--- src/rtl/k_means_apb_master.sv ---
`default_nettype none
// ============================================================================
// Module   : k_means_apb_master
// Purpose  : Command/response to APB3 initiator for the k-means accelerator,
//            with a wait-for-interrupt command.
// Revision : 1.0 - initial release
// ============================================================================
module k_means_apb_master #(
  parameter int addrWidth         = 9,
  parameter int dataWidth         = 91,
  parameter int timeout_cycles    = 200,
  parameter int irq_timeout_width = 16,
  parameter int irq_timeout       = 0
) (
  input  logic                 clk,
  input  logic                 rst,
  input  logic                 cmd_valid,
  output logic                 cmd_ready,
  input  logic [1:0]           cmd_op,
  input  logic [addrWidth-1:0] cmd_addr,
  input  logic [dataWidth-1:0] cmd_wdata,
  output logic                 rsp_valid,
  input  logic                 rsp_ready,
  output logic [dataWidth-1:0] rsp_rdata,
  output logic                 rsp_err,
  output logic                 busy,
  output logic [addrWidth-1:0] paddr,
  output logic                 pwrite,
  output logic                 psel,
  output logic                 penable,
  output logic [dataWidth-1:0] pwdata,
  input  logic [dataWidth-1:0] prdata,
  input  logic                 pready,
  input  logic                 interupt
);

  localparam int c_ACC_W = (timeout_cycles > 1) ? $clog2(timeout_cycles) : 1;
  localparam logic [c_ACC_W-1:0]           c_ACC_LAST = c_ACC_W'(timeout_cycles - 1);
  localparam logic [irq_timeout_width-1:0] c_IRQ_LAST = irq_timeout_width'(irq_timeout - 1);
  localparam logic [1:0] c_OP_READ  = 2'b00;
  localparam logic [1:0] c_OP_WRITE = 2'b01;
  localparam logic [1:0] c_OP_WAIT  = 2'b10;

  typedef enum logic [2:0] {
    S_IDLE     = 3'd0,
    S_SETUP    = 3'd1,
    S_ACCESS   = 3'd2,
    S_WAIT_IRQ = 3'd3,
    S_RESP     = 3'd4
  } state_t;

  state_t                 r_state, w_state;
  logic                   r_cmd_ready, w_cmd_ready;
  logic                   r_rsp_valid, w_rsp_valid;
  logic [dataWidth-1:0]   r_rsp_rdata, w_rsp_rdata;
  logic                   r_rsp_err,   w_rsp_err;
  logic                   r_busy,      w_busy;
  logic [addrWidth-1:0]   r_paddr,     w_paddr;
  logic                   r_pwrite,    w_pwrite;
  logic                   r_psel,      w_psel;
  logic                   r_penable,   w_penable;
  logic [dataWidth-1:0]   r_pwdata,    w_pwdata;
  logic [c_ACC_W-1:0]     r_acc_cnt,   w_acc_cnt;
  logic [irq_timeout_width-1:0] r_irq_cnt, w_irq_cnt;

  always_ff @(posedge clk or posedge rst) begin
    if (rst) begin
      r_state     <= S_IDLE;
      r_cmd_ready <= 1'b0;
      r_rsp_valid <= 1'b0;
      r_rsp_rdata <= '0;
      r_rsp_err   <= 1'b0;
      r_busy      <= 1'b0;
      r_paddr     <= '0;
      r_pwrite    <= 1'b0;
      r_psel      <= 1'b0;
      r_penable   <= 1'b0;
      r_pwdata    <= '0;
      r_acc_cnt   <= '0;
      r_irq_cnt   <= '0;
    end else begin
      r_state     <= w_state;
      r_cmd_ready <= w_cmd_ready;
      r_rsp_valid <= w_rsp_valid;
      r_rsp_rdata <= w_rsp_rdata;
      r_rsp_err   <= w_rsp_err;
      r_busy      <= w_busy;
      r_paddr     <= w_paddr;
      r_pwrite    <= w_pwrite;
      r_psel      <= w_psel;
      r_penable   <= w_penable;
      r_pwdata    <= w_pwdata;
      r_acc_cnt   <= w_acc_cnt;
      r_irq_cnt   <= w_irq_cnt;
    end
  end

  always_comb begin
    w_state     = r_state;
    w_paddr     = r_paddr;
    w_pwrite    = r_pwrite;
    w_pwdata    = r_pwdata;
    w_rsp_rdata = r_rsp_rdata;
    w_rsp_err   = r_rsp_err;
    w_acc_cnt   = r_acc_cnt;
    w_irq_cnt   = r_irq_cnt;

    case (r_state)
      S_IDLE: begin
        if (cmd_valid && r_cmd_ready) begin
          case (cmd_op)
            c_OP_READ, c_OP_WRITE: begin
              w_paddr  = cmd_addr;
              w_pwdata = cmd_wdata;
              w_pwrite = (cmd_op == c_OP_WRITE);
              w_state  = S_SETUP;
            end
            c_OP_WAIT: begin
              w_irq_cnt = '0;
              w_state   = S_WAIT_IRQ;
            end
            default: begin
              w_rsp_err   = 1'b1;
              w_rsp_rdata = '0;
              w_state     = S_RESP;
            end
          endcase
        end
      end
      S_SETUP: begin
        w_acc_cnt = '0;
        w_state   = S_ACCESS;
      end
      S_ACCESS: begin
        // A ready slave in the last allowed cycle still completes normally.
        if (pready) begin
          w_rsp_rdata = r_pwrite ? '0 : prdata;
          w_rsp_err   = 1'b0;
          w_state     = S_RESP;
        end else if (r_acc_cnt == c_ACC_LAST) begin
          w_rsp_rdata = '0;
          w_rsp_err   = 1'b1;
          w_state     = S_RESP;
        end else begin
          w_acc_cnt = r_acc_cnt + c_ACC_W'(1);
        end
      end
      S_WAIT_IRQ: begin
        if (interupt) begin
          w_rsp_rdata = '0;
          w_rsp_err   = 1'b0;
          w_state     = S_RESP;
        end else if ((irq_timeout != 0) && (r_irq_cnt == c_IRQ_LAST)) begin
          w_rsp_rdata = '0;
          w_rsp_err   = 1'b1;
          w_state     = S_RESP;
        end else begin
          w_irq_cnt = r_irq_cnt + irq_timeout_width'(1);
        end
      end
      S_RESP: begin
        if (rsp_ready) begin
          w_state = S_IDLE;
        end
      end
      default: begin
        w_state = S_IDLE;
      end
    endcase

    // Flags are registered from the next state so they line up with it.
    w_cmd_ready = (w_state == S_IDLE);
    w_rsp_valid = (w_state == S_RESP);
    w_busy      = (w_state != S_IDLE);
    w_psel      = (w_state == S_SETUP) || (w_state == S_ACCESS);
    w_penable   = (w_state == S_ACCESS);
  end

  assign cmd_ready = r_cmd_ready;
  assign rsp_valid = r_rsp_valid;
  assign rsp_rdata = r_rsp_rdata;
  assign rsp_err   = r_rsp_err;
  assign busy      = r_busy;
  assign paddr     = r_paddr;
  assign pwrite    = r_pwrite;
  assign psel      = r_psel;
  assign penable   = r_penable;
  assign pwdata    = r_pwdata;

endmodule
`default_nettype wire

--- config.mk ---
export PLATFORM = sky130hd
export DESIGN_NAME = k_means_apb_master
export DESIGN_NICKNAME = d
export VERILOG_FILES = /design/src/rtl/k_means_apb_master.sv
export SDC_FILE = /design/constraint.sdc
export NUM_CORES = 1
export LEC_CHECK = 0
export CAP_MARGIN = 30
export CORE_AREA = 2 2 155 157
export CTS_CLUSTER_DIAMETER = 50
export DETAILED_ROUTE_END_ITERATION = 7
export DIE_AREA = 0 0 157 159
export PLACE_DENSITY_LB_ADDON = 0.3
export SLEW_MARGIN = 5
export SYNTH_ARGS = -nofsm -noshare
export SYNTH_HDL_FRONTEND = slang
export SYNTH_SLANG_ARGS = --single-unit
--- constraint.sdc ---
create_clock -name clk -period 16.2 [get_ports clk]
set_input_delay 1.62 -clock clk [delete_from_list [all_inputs] [get_ports clk]]
set_output_delay 1.62 -clock clk [all_outputs]
set_load 0.01 [all_outputs]
## Word level (Yosys, flattened, before mapping)

Index checks and enable logic that the tools add are counted.

| operators by class | value |
|---|---|
| mux-type cells | 23 |
| $add $sub $neg | 1 |
| reduce and logical (&&, ||, !) cells | 13 |
| equal/unequal tests | 16 |

Operators by type and width:

| cell | number |
|---|---|
| 91-bit two-way mux | 6 |
| 91-bit one-hot mux with 3 select lines | 1 |
| 8-bit two-way mux | 2 |
| 8-bit one-hot mux with 2 select lines | 1 |
| 3-bit two-way mux | 5 |
| 3-bit one-hot mux with 5 select lines | 1 |
| 2-bit inequality test, second input constant | 5 |
| 3-bit by 2-bit equality test with 1-bit output, second input constant | 3 |
| 8-bit by 1-bit adder with 8-bit output, second input constant | 1 |
| 8-bit equality test, second input constant | 1 |
| 3-bit by 1-bit equality test with 1-bit output, second input constant | 2 |
| 3-bit equality test, second input constant | 2 |
| 3-bit zero test | 2 |
| 3-bit one-hot mux with 2 select lines | 1 |
| 3-bit AND reduction | 2 |
| 3-bit nonzero test | 2 |
| 1-bit two-way mux | 5 |
| 5-bit AND reduction | 1 |
| 3-bit inequality test, second input constant | 1 |
| 1-bit one-hot mux with 3 select lines | 1 |
| 3-bit OR reduction | 1 |
| 2-bit by 1-bit equality test with 1-bit output, second input constant | 1 |
| 2-bit equality test, second input constant | 1 |
| 2-bit zero test | 1 |
| 4 further kinds | 4 |

| storage, ports and cells | value |
|---|---|
| register bits after elaboration | 209 |
| logic and storage cells | 65 |
| output and inout bits | 198 |

## Longest topological paths before layout

| logic depth | value |
|---|---|
| depth in word-level cells | 7 |
| depth in mapped cells | 7 |
| mapped depth without buffers | 5 |

## Worst setup path before layout

OpenSTA, ideal clock, no wires.

| timing | value |
|---|---|
| path kind | in2reg |
| start | in cmd_valid |
| end | reg r_paddr[3], in the netlist paddr[3] |
| arrival | 2825 ps |
| stages on the path | 6 |
| setup time | 125 ps |
| slack | 13250 ps |
| buffers on the path | 2 |
| data required time | 16075 ps |
| path through | nand4bb_1 > or2_1 > nor2_1 > buf_2 > buf_4 > mux2_2 |

| between the ends | value |
|---|---|
| longest elaborated chain between the ends | 2 |

Ends and longest elaborated chain:

| item | line | text |
|---|---|---|
| start: declaration | 17 | `input logic cmd_valid,` |
| 1-bit logical AND | 110 | `if (cmd_valid && r_cmd_ready) begin` |
| 3-bit AND reduction (no line) | n/a |  |
| end signal: assignment | 88 | `r_paddr <= w_paddr;` |
| end: declaration | 58 | `logic [addrWidth-1:0] r_paddr, w_paddr;` |

Every way passes these cells.
A chain may end at the register's enable or synchronous reset.

## Final worst setup path

| timing | value |
|---|---|
| start | in cmd_valid |
| end | reg r_pwdata[47], in the netlist pwdata[47] |

| between the ends | value |
|---|---|
| longest elaborated chain between the ends | 2 |

Ends and longest elaborated chain:

| item | line | text |
|---|---|---|
| 1-bit logical AND | 110 |  |
| 3-bit AND reduction (no line) | n/a |  |
| end signal: assignment | 92 | `r_pwdata <= w_pwdata;` |
| end: declaration | 62 | `logic [dataWidth-1:0] r_pwdata, w_pwdata;` |

Every way passes these cells.

==> impl_metrics.ini <==
[cells_and_area]
finalNonFillerCells = 1240
drive_gt1_share_pct = 16.4
final_nets = 1099
regArea_um2 = 5230
multiInputGateArea_um2 = 2370
area_delta_synth_final_pct = 67.7
diodes = 0
fillers = 1885

[power_and_ir_drop]
irDropWorstVdd_v = 0.000131
netSwitchingFraction_pct = 30.0
p_per_area_nw_per_um2 = 204
internal_power_uw = 1870
p_seq_share_pct = 34.3
combPwrFrac_pct = 41.2
leakage_uw = 0.00562
clockPowerShare_pct = 24.5
power_switching_uw = 805

[cts]
cts_hold_buf = 0
cts_sinks = 209
postCtsSetupRepairBufs = 0
clk_latency_ps = 520
path_clk_slew_ps = 60
numCtsBuffers = 29
cts_buffer_depth = 3
htreeDepth = 1
cts_tree = done
clock-root-buffer = clkbuf_16
cts_resized = 0

[worst_setup_path]
cp-start-kind = input port
path_buf_inv = 2
arrival_ps = 4540
crit_chain = clkdlybuf4s50_1 -> nand4bb_1 -> or2_1 -> nor2_4 -> buf_4 -> mux2_2
end_kind = flip-flop
crit_slowest_cell = buf_4
crit_fanout = 73
reg2reg_depth = 5
critical_path_class = in2reg
worst_path_largest_cell_delay_ps = 860
crit-reg2reg-launch = r_state[0]
cp_top_family = buffers and inverters
r2r_end = pwdata[47]
regToRegSetupSlack_ps = 13050
crit_required_ps = 16610

[placed_design]
dp.cells = 1185
gp_congestion = 0.776
io_buffers = 396
dp_worst_setup_slack_ps = 11470
dp_hpwl_mm = 16.3

[grt]
grt_max_degree = 137
antenna_found_initial = 0
grt_usage_pct = 17.8
grt_pass1_wl_mm = 34.9
grt-ovfl-total = 0
grt_pass1_vias = 6153

[sta]
timing.final.crit_share_pct = 25.5
finalCriticalPeriod_ps = 4140
setup_slack_ps = 12060
hold_slack_ps = 482
max_freq_ghz = 0.242
slew_headroom_pct = 37.0
hold_viol = 0
tightest_slew_ps = 945
totalNegativeSetupSlack_ps = 0
drv_slew = 0
clock_skew_ps = 9.95
rsz0062_at_grt = false
setup_viol = 0

[detailed_routing]
first_pass_iters = 4
post-route-drc-count = 0
drt_iter0_drc = 279
wl_per_cell_um = 18.7
viasPerCell = 4.70
vias = 5829
wl_mm = 23.2
ant_nets = 0

[min_path]
min_to = pwdata[71]
min-delay-start = pwdata[71]
hold-path-cell-count = 1
hold_class = reg2reg

[synth]
synth_edf_count = 0
synth_nets = 698
ys.flop_type = dfrtp_1
syn_area_um2 = 7830
ys_seq_area_share_pct = 66.8
syn_inst = 498
synth.distinct_cells = 40
yosys_warnings = 0
ys_async_sr_fraction_pct = 100
syn_area_per_cell_um2 = 15.7
ys_ff_latch = 209

[floorplanning]
die_w_um = 157
num_rows = 56
fp.dieArea_um2 = 25000
design.portCount = 397
start_util_pct = 33.8
core_um2 = 23200
die_h_um = 159

[outcome]
status = complete, no violations

[run]
drv_cap = 0
-- kinds of logic after synthesis --
group           count (synthesis)  synth area share, %
fa+ha+maj                       1                0.160
simple gates                   39                 3.10
flops                         209                 66.8
mux                           103                 14.8
xor+xnor                        3                0.336
buf+inv                        37                 3.08
compound gates                106                 11.7
-- cell usage after synthesis, drive strengths merged (3+ instances only) --
library cell,count,share of area [%]
dfrtp,209,67
mux2,102,15
a22o,91,10
buf,21,2.3
clkbuf,11,0.53
nor2,8,0.38
inv,5,0.24
nand3,5,0.32
nand2,4,0.26
nor2b,4,0.32
o21ai,3,0.34
o21bai,3,0.29
xnor2,3,0.34
-- power groups by stage --
stage	logic [µW]	registers (µW)	clock network, µW
detailed placement	1110	926	0
finish	1100	918	656
global route	1170	954	698
floorplan	348	1030	0
CTS	1120	921	674
global placement	1100	918	0
-- stage by stage --
| step | util, % | power (µW) | instance area [µm²] |
|---|---|---|---|
| after CTS | 56.4 | 2720 | 13100 |
| after detailed placement | 52.0 | 2040 | 12100 |
| after global routing | 56.6 | 2820 | 13100 |
| after floorplan | - | 1380 | 7830 |
| after global placement | 51.8 | 2020 | 12000 |
| final | 56.6 | 2680 | 13100 |
-- worst max-delay path by stage --
stage,slack (ps),startpoint,to,cells after the start
floorplan,8870,rst,busy,1
global placement,11490,cmd_valid,pwdata[64],6
CTS,12030,cmd_valid,pwdata[47],6
global route,11870,cmd_valid,pwdata[88],6
detailed placement,11470,cmd_valid,pwdata[47],6
finish,12060,cmd_valid,pwdata[47],6
-- sequential cells by signal, indices dropped and copies added (netlist names) --
register,count
penable,1
rsp_valid,1
psel,1
busy,1
r_state,3
rsp_err,1
rsp_rdata,91
pwdata,91
paddr,9
r_acc_cnt,8
pwrite,1
cmd_ready,1
-- layer usage --
layer / vias to the layer above / GRT usage, % / share of wire [%]
met4: 0 / 5.59 / 2.9
met3: 42 / 6.67 / 10
met5: - / 0 / 0
li1: 2658 / - / -
met1: 2876 / 20.6 / 39
met2: 253 / 30.6 / 48
-- cells in the final DEF (no fill, tap or decap), types with 3 or more instances in the layout --
| cell | Yosys | routed |
|---|---|---|
| nand3_1 | 5 | 5 |
| buf_16 | 0 | 3 |
| clkinv_2 | 0 | 3 |
| dfrtp_1 | 209 | 209 |
| clkbuf_16 | 0 | 29 |
| xnor2_1 | 3 | 3 |
| a22o_1 | 91 | 91 |
| nor2b_1 | 4 | 4 |
| mux2_1 | 18 | 18 |
| clkdlybuf4s50_1 | 0 | 396 |
| mux2_2 | 84 | 84 |
| o21bai_1 | 3 | 3 |
| clkinvlp_4 | 0 | 4 |
| clkbuf_1 | 11 | 3 |
| bufinv_16 | 0 | 4 |
| clkbuf_8 | 0 | 6 |
| nor2_1 | 8 | 7 |
| inv_1 | 5 | 4 |
-- worst register-to-register path, delay by kind of cell (launching register included) --
| family | cells | cell delay (ps) |
|---|---|---|
| simple gates | 3 | 1230 |
| flops | 1 | 450 |
| mux | 1 | 480 |
| buf+inv | 1 | 870 |
-- final cells by class --
| class | count | share of cell area, % |
|---|---|---|
| Clock buffer | 38 | 6.24 |
| Sequential cell | 209 | 39.8 |
| Timing Repair Buffer | 402 | 31.1 |
| Inverter | 5 | 0.200 |
| Tap cell | 319 | 3.04 |
| Clock inverter | 15 | 1.54 |
| Multi-Input combinational cell | 252 | 18.1 |
Power figures use the tool's default switching activity.
